**src/rtl/snake_grid_vga.sv**
```systemverilog
`default_nettype none
// ============================================================================
// Module   : snake_grid_vga
// Purpose  : Display end of the snake game. Renders the ROWSxCOLS occupancy
//            grid and game flags as VGA video (640x480@60Hz by default).
//            Generates sync/blanking timing, snapshots the grid once per
//            frame so a frame never tears, maps each pixel to a grid cell
//            with counters (no dividers) and drives registered RGB.
// Ports    : clk          pixel clock, one pixel per cycle
//            rst          asynchronous active-low reset
//            grid         [ROWS-1:0][COLS-1:0] occupancy, grid[row][col]
//            state        game state, 2'b01 = playing
//            won, lost    game result flags
//            hsync, vsync active-low syncs
//            video_on     active pixel (DAC blank_n)
//            red/green/blue 8-bit colour channels
//            frame_start  1-cycle pulse aligned with pixel (0,0)
// Revision : 1.0 - initial release
// ============================================================================
module snake_grid_vga #(
  parameter int ROWS     = 10,
  parameter int COLS     = 10,
  parameter int CELL_PX  = 40,
  parameter int H_ACTIVE = 640,
  parameter int H_FP     = 16,
  parameter int H_SYNC   = 96,
  parameter int H_BP     = 48,
  parameter int V_ACTIVE = 480,
  parameter int V_FP     = 10,
  parameter int V_SYNC   = 2,
  parameter int V_BP     = 33
) (
  input  logic                      clk,
  input  logic                      rst,
  input  logic [ROWS-1:0][COLS-1:0] grid,
  input  logic [1:0]                state,
  input  logic                      won,
  input  logic                      lost,
  output logic                      hsync,
  output logic                      vsync,
  output logic                      video_on,
  output logic [7:0]                red,
  output logic [7:0]                green,
  output logic [7:0]                blue,
  output logic                      frame_start
);

  localparam int C_H_TOTAL = H_ACTIVE + H_FP + H_SYNC + H_BP;
  localparam int C_V_TOTAL = V_ACTIVE + V_FP + V_SYNC + V_BP;
  localparam int HW  = $clog2(C_H_TOTAL);
  localparam int VW  = $clog2(C_V_TOTAL);
  localparam int SW  = (CELL_PX > 1) ? $clog2(CELL_PX) : 1;
  localparam int CW  = $clog2(COLS + 1);
  localparam int RW  = $clog2(ROWS + 1);
  localparam int CIW = (COLS > 1) ? $clog2(COLS) : 1;
  localparam int RIW = (ROWS > 1) ? $clog2(ROWS) : 1;

  localparam logic [HW-1:0] c_h_last     = HW'(C_H_TOTAL - 1);
  localparam logic [HW-1:0] c_h_act      = HW'(H_ACTIVE);
  localparam logic [HW-1:0] c_hs_start   = HW'(H_ACTIVE + H_FP);
  localparam logic [HW-1:0] c_hs_end     = HW'(H_ACTIVE + H_FP + H_SYNC - 1);
  localparam logic [VW-1:0] c_v_last     = VW'(C_V_TOTAL - 1);
  localparam logic [VW-1:0] c_v_act      = VW'(V_ACTIVE);
  localparam logic [VW-1:0] c_v_act_last = VW'(V_ACTIVE - 1);
  localparam logic [VW-1:0] c_vs_start   = VW'(V_ACTIVE + V_FP);
  localparam logic [VW-1:0] c_vs_end     = VW'(V_ACTIVE + V_FP + V_SYNC - 1);
  localparam logic [SW-1:0] c_sub_last   = SW'(CELL_PX - 1);
  localparam logic [CW-1:0] c_cols       = CW'(COLS);
  localparam logic [RW-1:0] c_rows       = RW'(ROWS);

  localparam logic [23:0] c_rgb_black  = 24'h000000;
  localparam logic [23:0] c_rgb_border = 24'h404040;
  localparam logic [23:0] c_rgb_green  = 24'h00FF00;
  localparam logic [23:0] c_rgb_red    = 24'hFF0000;
  localparam logic [23:0] c_rgb_white  = 24'hFFFFFF;
  localparam logic [23:0] c_rgb_dim    = 24'h000040;

  logic [HW-1:0] r_h_cnt;
  logic [VW-1:0] r_v_cnt;
  logic [CW-1:0] r_col_cnt;
  logic [SW-1:0] r_col_sub;
  logic [RW-1:0] r_row_cnt;
  logic [SW-1:0] r_row_sub;

  logic [ROWS-1:0][COLS-1:0] r_grid;
  logic [1:0]                r_state;
  logic                      r_won;
  logic                      r_lost;

  logic           w_h_wrap;
  logic           w_v_wrap;
  logic           w_active;
  logic           w_in_grid;
  logic [CIW-1:0] w_col_idx;
  logic [RIW-1:0] w_row_idx;
  logic           w_occ;
  logic [23:0]    w_rgb;

  assign w_h_wrap = (r_h_cnt == c_h_last);
  assign w_v_wrap = (r_v_cnt == c_v_last);

  // Raster position
  always_ff @(posedge clk or negedge rst) begin
    if (!rst) begin
      r_h_cnt <= '0;
      r_v_cnt <= '0;
    end else if (w_h_wrap) begin
      r_h_cnt <= '0;
      r_v_cnt <= w_v_wrap ? '0 : r_v_cnt + 1'b1;
    end else begin
      r_h_cnt <= r_h_cnt + 1'b1;
    end
  end

  // Column cell tracking: col_sub counts pixels inside a cell, col_cnt the
  // cell index. col_cnt parks at COLS once past the grid's right edge.
  always_ff @(posedge clk or negedge rst) begin
    if (!rst) begin
      r_col_cnt <= '0;
      r_col_sub <= '0;
    end else if (w_h_wrap) begin
      r_col_cnt <= '0;
      r_col_sub <= '0;
    end else if (r_h_cnt < c_h_act) begin
      if (r_col_sub == c_sub_last) begin
        r_col_sub <= '0;
        if (r_col_cnt != c_cols) r_col_cnt <= r_col_cnt + 1'b1;
      end else begin
        r_col_sub <= r_col_sub + 1'b1;
      end
    end
  end

  // Row cell tracking, stepped once per line and parked at ROWS below the grid.
  always_ff @(posedge clk or negedge rst) begin
    if (!rst) begin
      r_row_cnt <= '0;
      r_row_sub <= '0;
    end else if (w_h_wrap) begin
      if (w_v_wrap) begin
        r_row_cnt <= '0;
        r_row_sub <= '0;
      end else if (r_v_cnt < c_v_act) begin
        if (r_row_sub == c_sub_last) begin
          r_row_sub <= '0;
          if (r_row_cnt != c_rows) r_row_cnt <= r_row_cnt + 1'b1;
        end else begin
          r_row_sub <= r_row_sub + 1'b1;
        end
      end
    end
  end

  // Frame snapshot taken at the last pixel slot of the last active line, so
  // the next frame renders a single consistent view of the game.
  always_ff @(posedge clk or negedge rst) begin
    if (!rst) begin
      r_grid  <= '0;
      r_state <= '0;
      r_won   <= 1'b0;
      r_lost  <= 1'b0;
    end else if (w_h_wrap && (r_v_cnt == c_v_act_last)) begin
      r_grid  <= grid;
      r_state <= state;
      r_won   <= won;
      r_lost  <= lost;
    end
  end

  assign w_active  = (r_h_cnt < c_h_act) && (r_v_cnt < c_v_act);
  assign w_in_grid = (r_col_cnt < c_cols) && (r_row_cnt < c_rows);

  // Indices fall back to 0 outside the grid so the lookup stays in range;
  // the result is then masked by w_in_grid.
  assign w_col_idx = (r_col_cnt < c_cols) ? CIW'(r_col_cnt) : '0;
  assign w_row_idx = (r_row_cnt < c_rows) ? RIW'(r_row_cnt) : '0;
  assign w_occ     = w_in_grid && r_grid[w_row_idx][w_col_idx];

  always_comb begin
    w_rgb = c_rgb_black;
    if (!w_active) begin
      w_rgb = c_rgb_black;
    end else if (!w_in_grid) begin
      w_rgb = c_rgb_border;
    end else if (w_occ) begin
      if (r_won)       w_rgb = c_rgb_green;
      else if (r_lost) w_rgb = c_rgb_red;
      else             w_rgb = c_rgb_white;
    end else if (r_state != 2'b01) begin
      w_rgb = c_rgb_dim;
    end
  end

  // Output register stage: everything lags its counter value by one clock.
  always_ff @(posedge clk or negedge rst) begin
    if (!rst) begin
      hsync              <= 1'b1;
      vsync              <= 1'b1;
      video_on           <= 1'b0;
      frame_start        <= 1'b0;
      {red, green, blue} <= '0;
    end else begin
      hsync              <= !((r_h_cnt >= c_hs_start) && (r_h_cnt <= c_hs_end));
      vsync              <= !((r_v_cnt >= c_vs_start) && (r_v_cnt <= c_vs_end));
      video_on           <= w_active;
      frame_start        <= (r_h_cnt == '0) && (r_v_cnt == '0);
      {red, green, blue} <= w_rgb;
    end
  end

endmodule
`default_nettype wire

```
**config.mk**
```make
export PLATFORM = sky130hd
export DESIGN_NAME = snake_grid_vga
export DESIGN_NICKNAME = d
export VERILOG_FILES = /design/src/rtl/snake_grid_vga.sv
export SDC_FILE = /design/constraint.sdc
export NUM_CORES = 1
export LEC_CHECK = 0
export CAP_MARGIN = 20
export CORE_AREA = 2 2 100 175
export CTS_CLUSTER_DIAMETER = 80
export CTS_CLUSTER_SIZE = 24
export DETAILED_ROUTE_END_ITERATION = 6
export DIE_AREA = 0 0 102 177
export PLACE_DENSITY_LB_ADDON = 0.08
export SLEW_MARGIN = 30
export SYNTH_ARGS = -nofsm -noshare
export SYNTH_HDL_FRONTEND = slang
export SYNTH_SLANG_ARGS = --single-unit
```
**constraint.sdc**
```tcl
create_clock -name clk -period 2.4 [get_ports clk]
set_input_delay 0.72 -clock clk [delete_from_list [all_inputs] [get_ports clk]]
set_output_delay 0.72 -clock clk [all_outputs]
set_load 0.005 [all_outputs]
```
Word-level counts from Yosys, hierarchy flattened --
Cells that the tools add are included.
Storage, ports and cells: register bits after elaboration 172, bits in latches 0, RAM bits 0, bits in read-only memories 0, bits of input ports 106, output and inout bits 28, memories 0
Cells by class: $add $sub $neg 6, multiply operators 0, div/mod/pow operators 0, $lt $le $gt $ge 10, equal/unequal tests 8, shifts and indexed selects 0, multiplexer cells 28, bitwise logic cells 0, reductions and logical operators 20
Operator list (count):
- 24-bit two-way mux | 4
- 10-bit binary-select mux with 4-bit select | 1
- 4-bit two-way mux | 10
- 6-bit two-way mux | 6
- 10-bit two-way mux | 3
- 10-bit by 1-bit adder with 10-bit output (second input constant) | 2
- 10-bit equality test (second input constant) | 2
- 10-bit zero test | 2
- 16-bit two-way mux | 1
- 6-bit by 1-bit adder with 6-bit output (second input constant) | 2
- 6-bit equality test (second input constant) | 2
- 2-bit nonzero test | 6
- 10-bit by 9-bit equality test with 1-bit output (second input constant) | 1
- 10-bit >= comparator (second input constant) | 1
- 10-bit by 9-bit >= comparator with 1-bit output (second input constant) | 1
- 10-bit less-or-equal comparator (second input constant) | 1
- 10-bit by 9-bit less-or-equal comparator with 1-bit output (second input constant) | 1
- 10-bit < comparator (second input constant) | 1
- 10-bit by 9-bit < comparator with 1-bit output (second input constant) | 1
- 4-bit by 5-bit < comparator with 1-bit output (second input constant) | 2
- 4-bit by 1-bit adder with 4-bit output (second input constant) | 2
- 4-bit < comparator (second input constant) | 2
- 4-bit != test (second input constant) | 2
- 1-bit logical AND | 7
- other kinds (8) | 9

Longest topological paths before layout --
word-level depth 10, depth in mapped cells 11, depth with buffers taken out 8

Worst setup path before layout --
Ideal clock, no wire load.
path kind register -> register, from register r_h_cnt[0], to register r_grid[40] in the netlist's numbering, library setup time 0.128 ns, arrival time 2.163 ns, required time 2.272 ns, path slack 0.109 ns, cell stages (with the launch flop) 9, path buffers 2, clock period less this slack 2.291 ns, cells stage by stage dfrtp_1 > ha_1 > nand4_2 > nor4_2 > nand3_1 > nor4_4 > buf_4 > buf_4 > mux2_1
Between the ends: word-level cells in the longest chain between the ends 2
Ends and longest elaborated chain:
- start, declared | RTL line 78 | logic [HW-1:0] r_h_cnt;
- start signal, assigned | RTL line 111 | r_h_cnt <= r_h_cnt + 1'b1;
- 10-bit equality test | RTL line 99 | assign w_h_wrap = (r_h_cnt == c_h_last);
- 1-bit logical AND | RTL line 162 | end else if (w_h_wrap && (r_v_cnt == c_v_act_last)) begin
- end signal, assigned | RTL line 163 | r_grid <= grid;
- end, declared | RTL line 85 | logic [ROWS-1:0][COLS-1:0] r_grid;
No other way between the ends. A chain may end at the register's enable or synchronous reset.

Worst setup path after layout --
from register r_row_cnt[0], to register blue[6]
Between the ends: word-level cells in the longest chain between the ends 10
Ends and longest elaborated chain:
- start, declared | RTL line 82 | logic [RW-1:0] r_row_cnt;
- start signal, assigned | RTL line 146 | if (r_row_cnt != c_rows) r_row_cnt <= r_row_cnt + 1'b1;
- 4-bit < comparator | RTL line 171, 176
- 4-bit two-way mux | RTL line 176 | assign w_row_idx = (r_row_cnt < c_rows) ? RIW'(r_row_cnt) : '0;
- 10-bit binary-select mux with 4-bit select | RTL line 177 | assign w_occ = w_in_grid && r_grid[w_row_idx][w_col_idx];
- 10-bit two-way mux (not written as such) | RTL line 177
- 1-bit binary-select mux with 4-bit select | RTL line 177
- 1-bit two-way mux (not written as such) | RTL line 177
- 1-bit logical AND | RTL line 177
- 24-bit two-way mux | RTL line 185 | end else if (w_occ) begin
- 24-bit two-way mux (*) | RTL line 183 | end else if (!w_in_grid) begin
- 24-bit two-way mux (*) | RTL line 181 | if (!w_active) begin
- named net w_rgb[6] | RTL line 97 | logic [23:0] w_rgb;
- end signal, assigned | RTL line 207 | {red, green, blue} <= w_rgb;
- end, declared | RTL line 44 | output logic [7:0] blue,
The timed path passes the listed nets; every way through them passes the cells marked *. The select of a mux whose other input is x is not followed.

==> results.cfg <==
[status]
status = complete, no violations

[timing]
finalHoldViolCount = 0
max_slew_margin_pct = 61.3
timing.final.setup_violations = 0
report.final.slew_viol_count = 0
clock-skew-final_ps = 11.9
whs_ps = 184
slew_of_the_pin_with_the_lowest_slew_margin_ps = 579
timing.final.crit_period_ps = 2400
finalCritPeriodShare_pct = 99.9
fmax_mhz = 417
rsz0062_at_grt = true
setup_total_negative_slack_ps = 0

[setup_path]
ff2ff_path_depth = 8
worstReg2RegStart = r_row_cnt[0]$_DFFE_PN0P_
worst-r2r-setup-slack_ps = 2
crit_path_class = reg2reg
crit_path_end_kind = register
worst-path-max-fanout = 8
critPathLaunchType = register
arrival_ps = 2720
reg2reg_capture_point = blue[6]$_DFF_PN0_
crit_required_ps = 2720

[die]
start_util_pct = 47.2
die_w_um = 102
placeableCoreArea_sq_um = 16700
boundaryPins = 134
die_height_um = 177
die_area_sq_um = 18100
num_rows = 63

[route]
drc = 0
final_antenna_net_count = 0
detailedRoute.firstIterationViolations = 184
routed_wirelength_um = 21000
drt_first_pass_iters = 4
drt-wirelength-per-cell_um = 19.1
via_per_inst = 5.37
vias = 5890

[global_routing]
grt_first_pass_wirelength_um = 32300
grt.total_usage_pct = 23.8
global_route.overflow_total = 0
number_of_antenna_violations_at_the_first_check_in_global_routing = 0
first_global_vias = 6328
grt_max_degree = 68

[clock_network]
cts-hold-fix-buffers = 0
tritoncts = built
ctsLongestPathBuffers = 2
cts.clk_slew.worst_paths_ps = 60
clk_latency_ps = 440
numCtsBuffers = 17
cts.root.buffer_cell = clkbuf_16
ctsHtreeMaxLevel = 4
cts_num_sinks = 154

[synthesis]
async_reset_ff_share_pct = 100
ys.warnings.count = 0
synthesis.area_sq_um = 7880
mean_syn_cell_area_sq_um = 11.6
synth_sequential_area_ratio_pct = 48.9
postSynthRegisterBits = 154
synth_enable_flop_cells = 0
syn_inst = 677
synth_ff_type = dfrtp_1
netlist-cell-type-count = 67
postSynthNetCount = 793

[place]
dpl-instance-area_sq_um = 9620
dp_hpwl_um = 15300
place.gp.congestion = 0.864
portbufs = 133
placed_cells_incl_taps = 1043

[final_layout]
layout_commonest_cell = dfrtp_1
layout_cells_sized_above_1_pct = 30.2
finish.net_count = 973
diodes = 0
final_cells = 1097
most-common-layout-cells = 148 x dfrtp_1, 132 x clkdlybuf4s50_1, 104 x mux2_2
area_growth_syn_to_layout_pct = 35.4
fin_util_pct = 63.9
final_design_area_no_fill_sq_um = 10700

[power]
power_density_nw_per_um2 = 534
leakage_power_total_nw = 4.83
vdd.ir_drop.worst_v = 0.000463

[hold_path]
hp-class = in2async

[run]
max-cap-violations = 0
==> registers in the layout, summed over array words and instances, names as in the netlist <==
register     cells
blue             2
frame_start      1
green            2
hsync            1
r_col_cnt        4
r_col_sub        6
r_grid         100
r_h_cnt         10
r_lost           1
r_row_cnt        4
r_row_sub        6
r_state          2
r_v_cnt         10
r_won            1
red              2
video_on         1
vsync            1
==> cell usage after synthesis (4+ instances only) <==
master,n,area share [%]
nor2_1,45,2.1
nand2_1,37,1.8
nor3_1,8,0.51
clkbuf_1,9,0.43
and3_1,8,0.64
nand3_1,25,1.6
mux2_1,13,1.9
nand3b_1,4,0.38
a221o_1,4,0.51
buf_6,10,1.4
xnor2_1,5,0.56
a31oi_1,4,0.32
buf_4,24,2.3
mux2i_1,22,2.8
nand2b_1,7,0.56
nand4_1,10,0.79
o31ai_1,4,0.38
dfrtp_1,152,48
a21oi_1,29,1.8
nor2b_1,5,0.40
xor2_1,12,1.3
o211ai_1,5,0.48
and4_1,4,0.44
mux2_2,105,15
o21ai_0,30,1.9
ha_1,10,1.6
and2_1,5,0.40
buf_2,10,0.64
inv_1,12,0.57
==> power breakdown <==
part | internal, mW | switching [mW] | leakage (nW)
logic | 0.156 | 0.0806 | 2.44
registers | 2.60 | 0 | 2.09
clock network | 1.77 | 1.10 | 0.295
total | 4.52 | 1.18 | 4.83
==> what timing repair did <==
item | in CTS | in global routing
buffers inserted | 8 | 9
pin swaps | 12 | 8
endpoints found under the setup margin | 41 | 17
resized for setup | 29 | 13
gates cloned | 2 | 3
==> how the worst max path moves through the flow <==
stage                                   from                      to  slack (ps)  cells past startpoint
floorplan               r_h_cnt[0]$_DFF_PN0_  r_grid[40]$_DFFE_PN0P_         110                      8
global placement    r_row_cnt[0]$_DFFE_PN0P_      green[6]$_DFF_PN0_         -30                      9
detailed placement  r_row_cnt[2]$_DFFE_PN0P_       blue[6]$_DFF_PN0_        -120                      7
CTS                 r_row_cnt[0]$_DFFE_PN0P_       blue[6]$_DFF_PN0_         -10                      8
global route        r_row_cnt[0]$_DFFE_PN0P_       blue[6]$_DFF_PN0_        -140                      8
finish              r_row_cnt[0]$_DFFE_PN0P_       blue[6]$_DFF_PN0_           2                      8
==> per-stage QoR <==
| stage | setup slack, ps | power, mW |
|---|---|---|
| 3_5_place_dp | -117 | 2.89 |
| 3_3_place_gp | -34.5 | 2.88 |
| 4_1_cts | -12.3 | 5.76 |
| 5_1_grt | -143 | 5.89 |
| 2_1_floorplan | 109 | 2.65 |
| 6_report | 1.76 | 5.70 |
==> final cells by class <==
type / count / area (sq um)
well taps: 227 / 284
flip-flops and latches: 154 / 3860
clock inverters: 14 / 194
inverters: 12 / 45.0
fillers: 1343 / 6040
repair buffers: 218 / 2190
clock buffers: 18 / 439
multi-input cells: 454 / 3660
==> cell families (layout without fill, tap and decap cells) <==
kind of cell,after synthesis,count (layout),share of synthesized area (%)
buf+inv,69,262,6.30
flops,154,154,48.9
mux,142,142,20.2
compound gates,114,114,9.68
simple gates,171,171,11.4
xor+xnor,17,17,1.89
fa+ha+maj,10,10,1.59
==> worst max-delay path: stages, from the launching register on <==
cell and delay (ps):
dfrtp_2 440, buf_6 160, buf_12 150, mux4_2 370
nand2_2 70, a32oi_2 250, o32ai_2 110, a221oi_2 370
mux2_1 360
==> routing by layer <==
metal	vias to the layer above	share of wire (%)	global-route usage [%]
met1	2920	36	24.7
met3	38	3.3	4.74
met4	0	3.5	10.8
li1	2812	-	-
met2	120	57	44.7
met5	-	0	0
No activity file was read; power rests on OpenSTA's default activity.
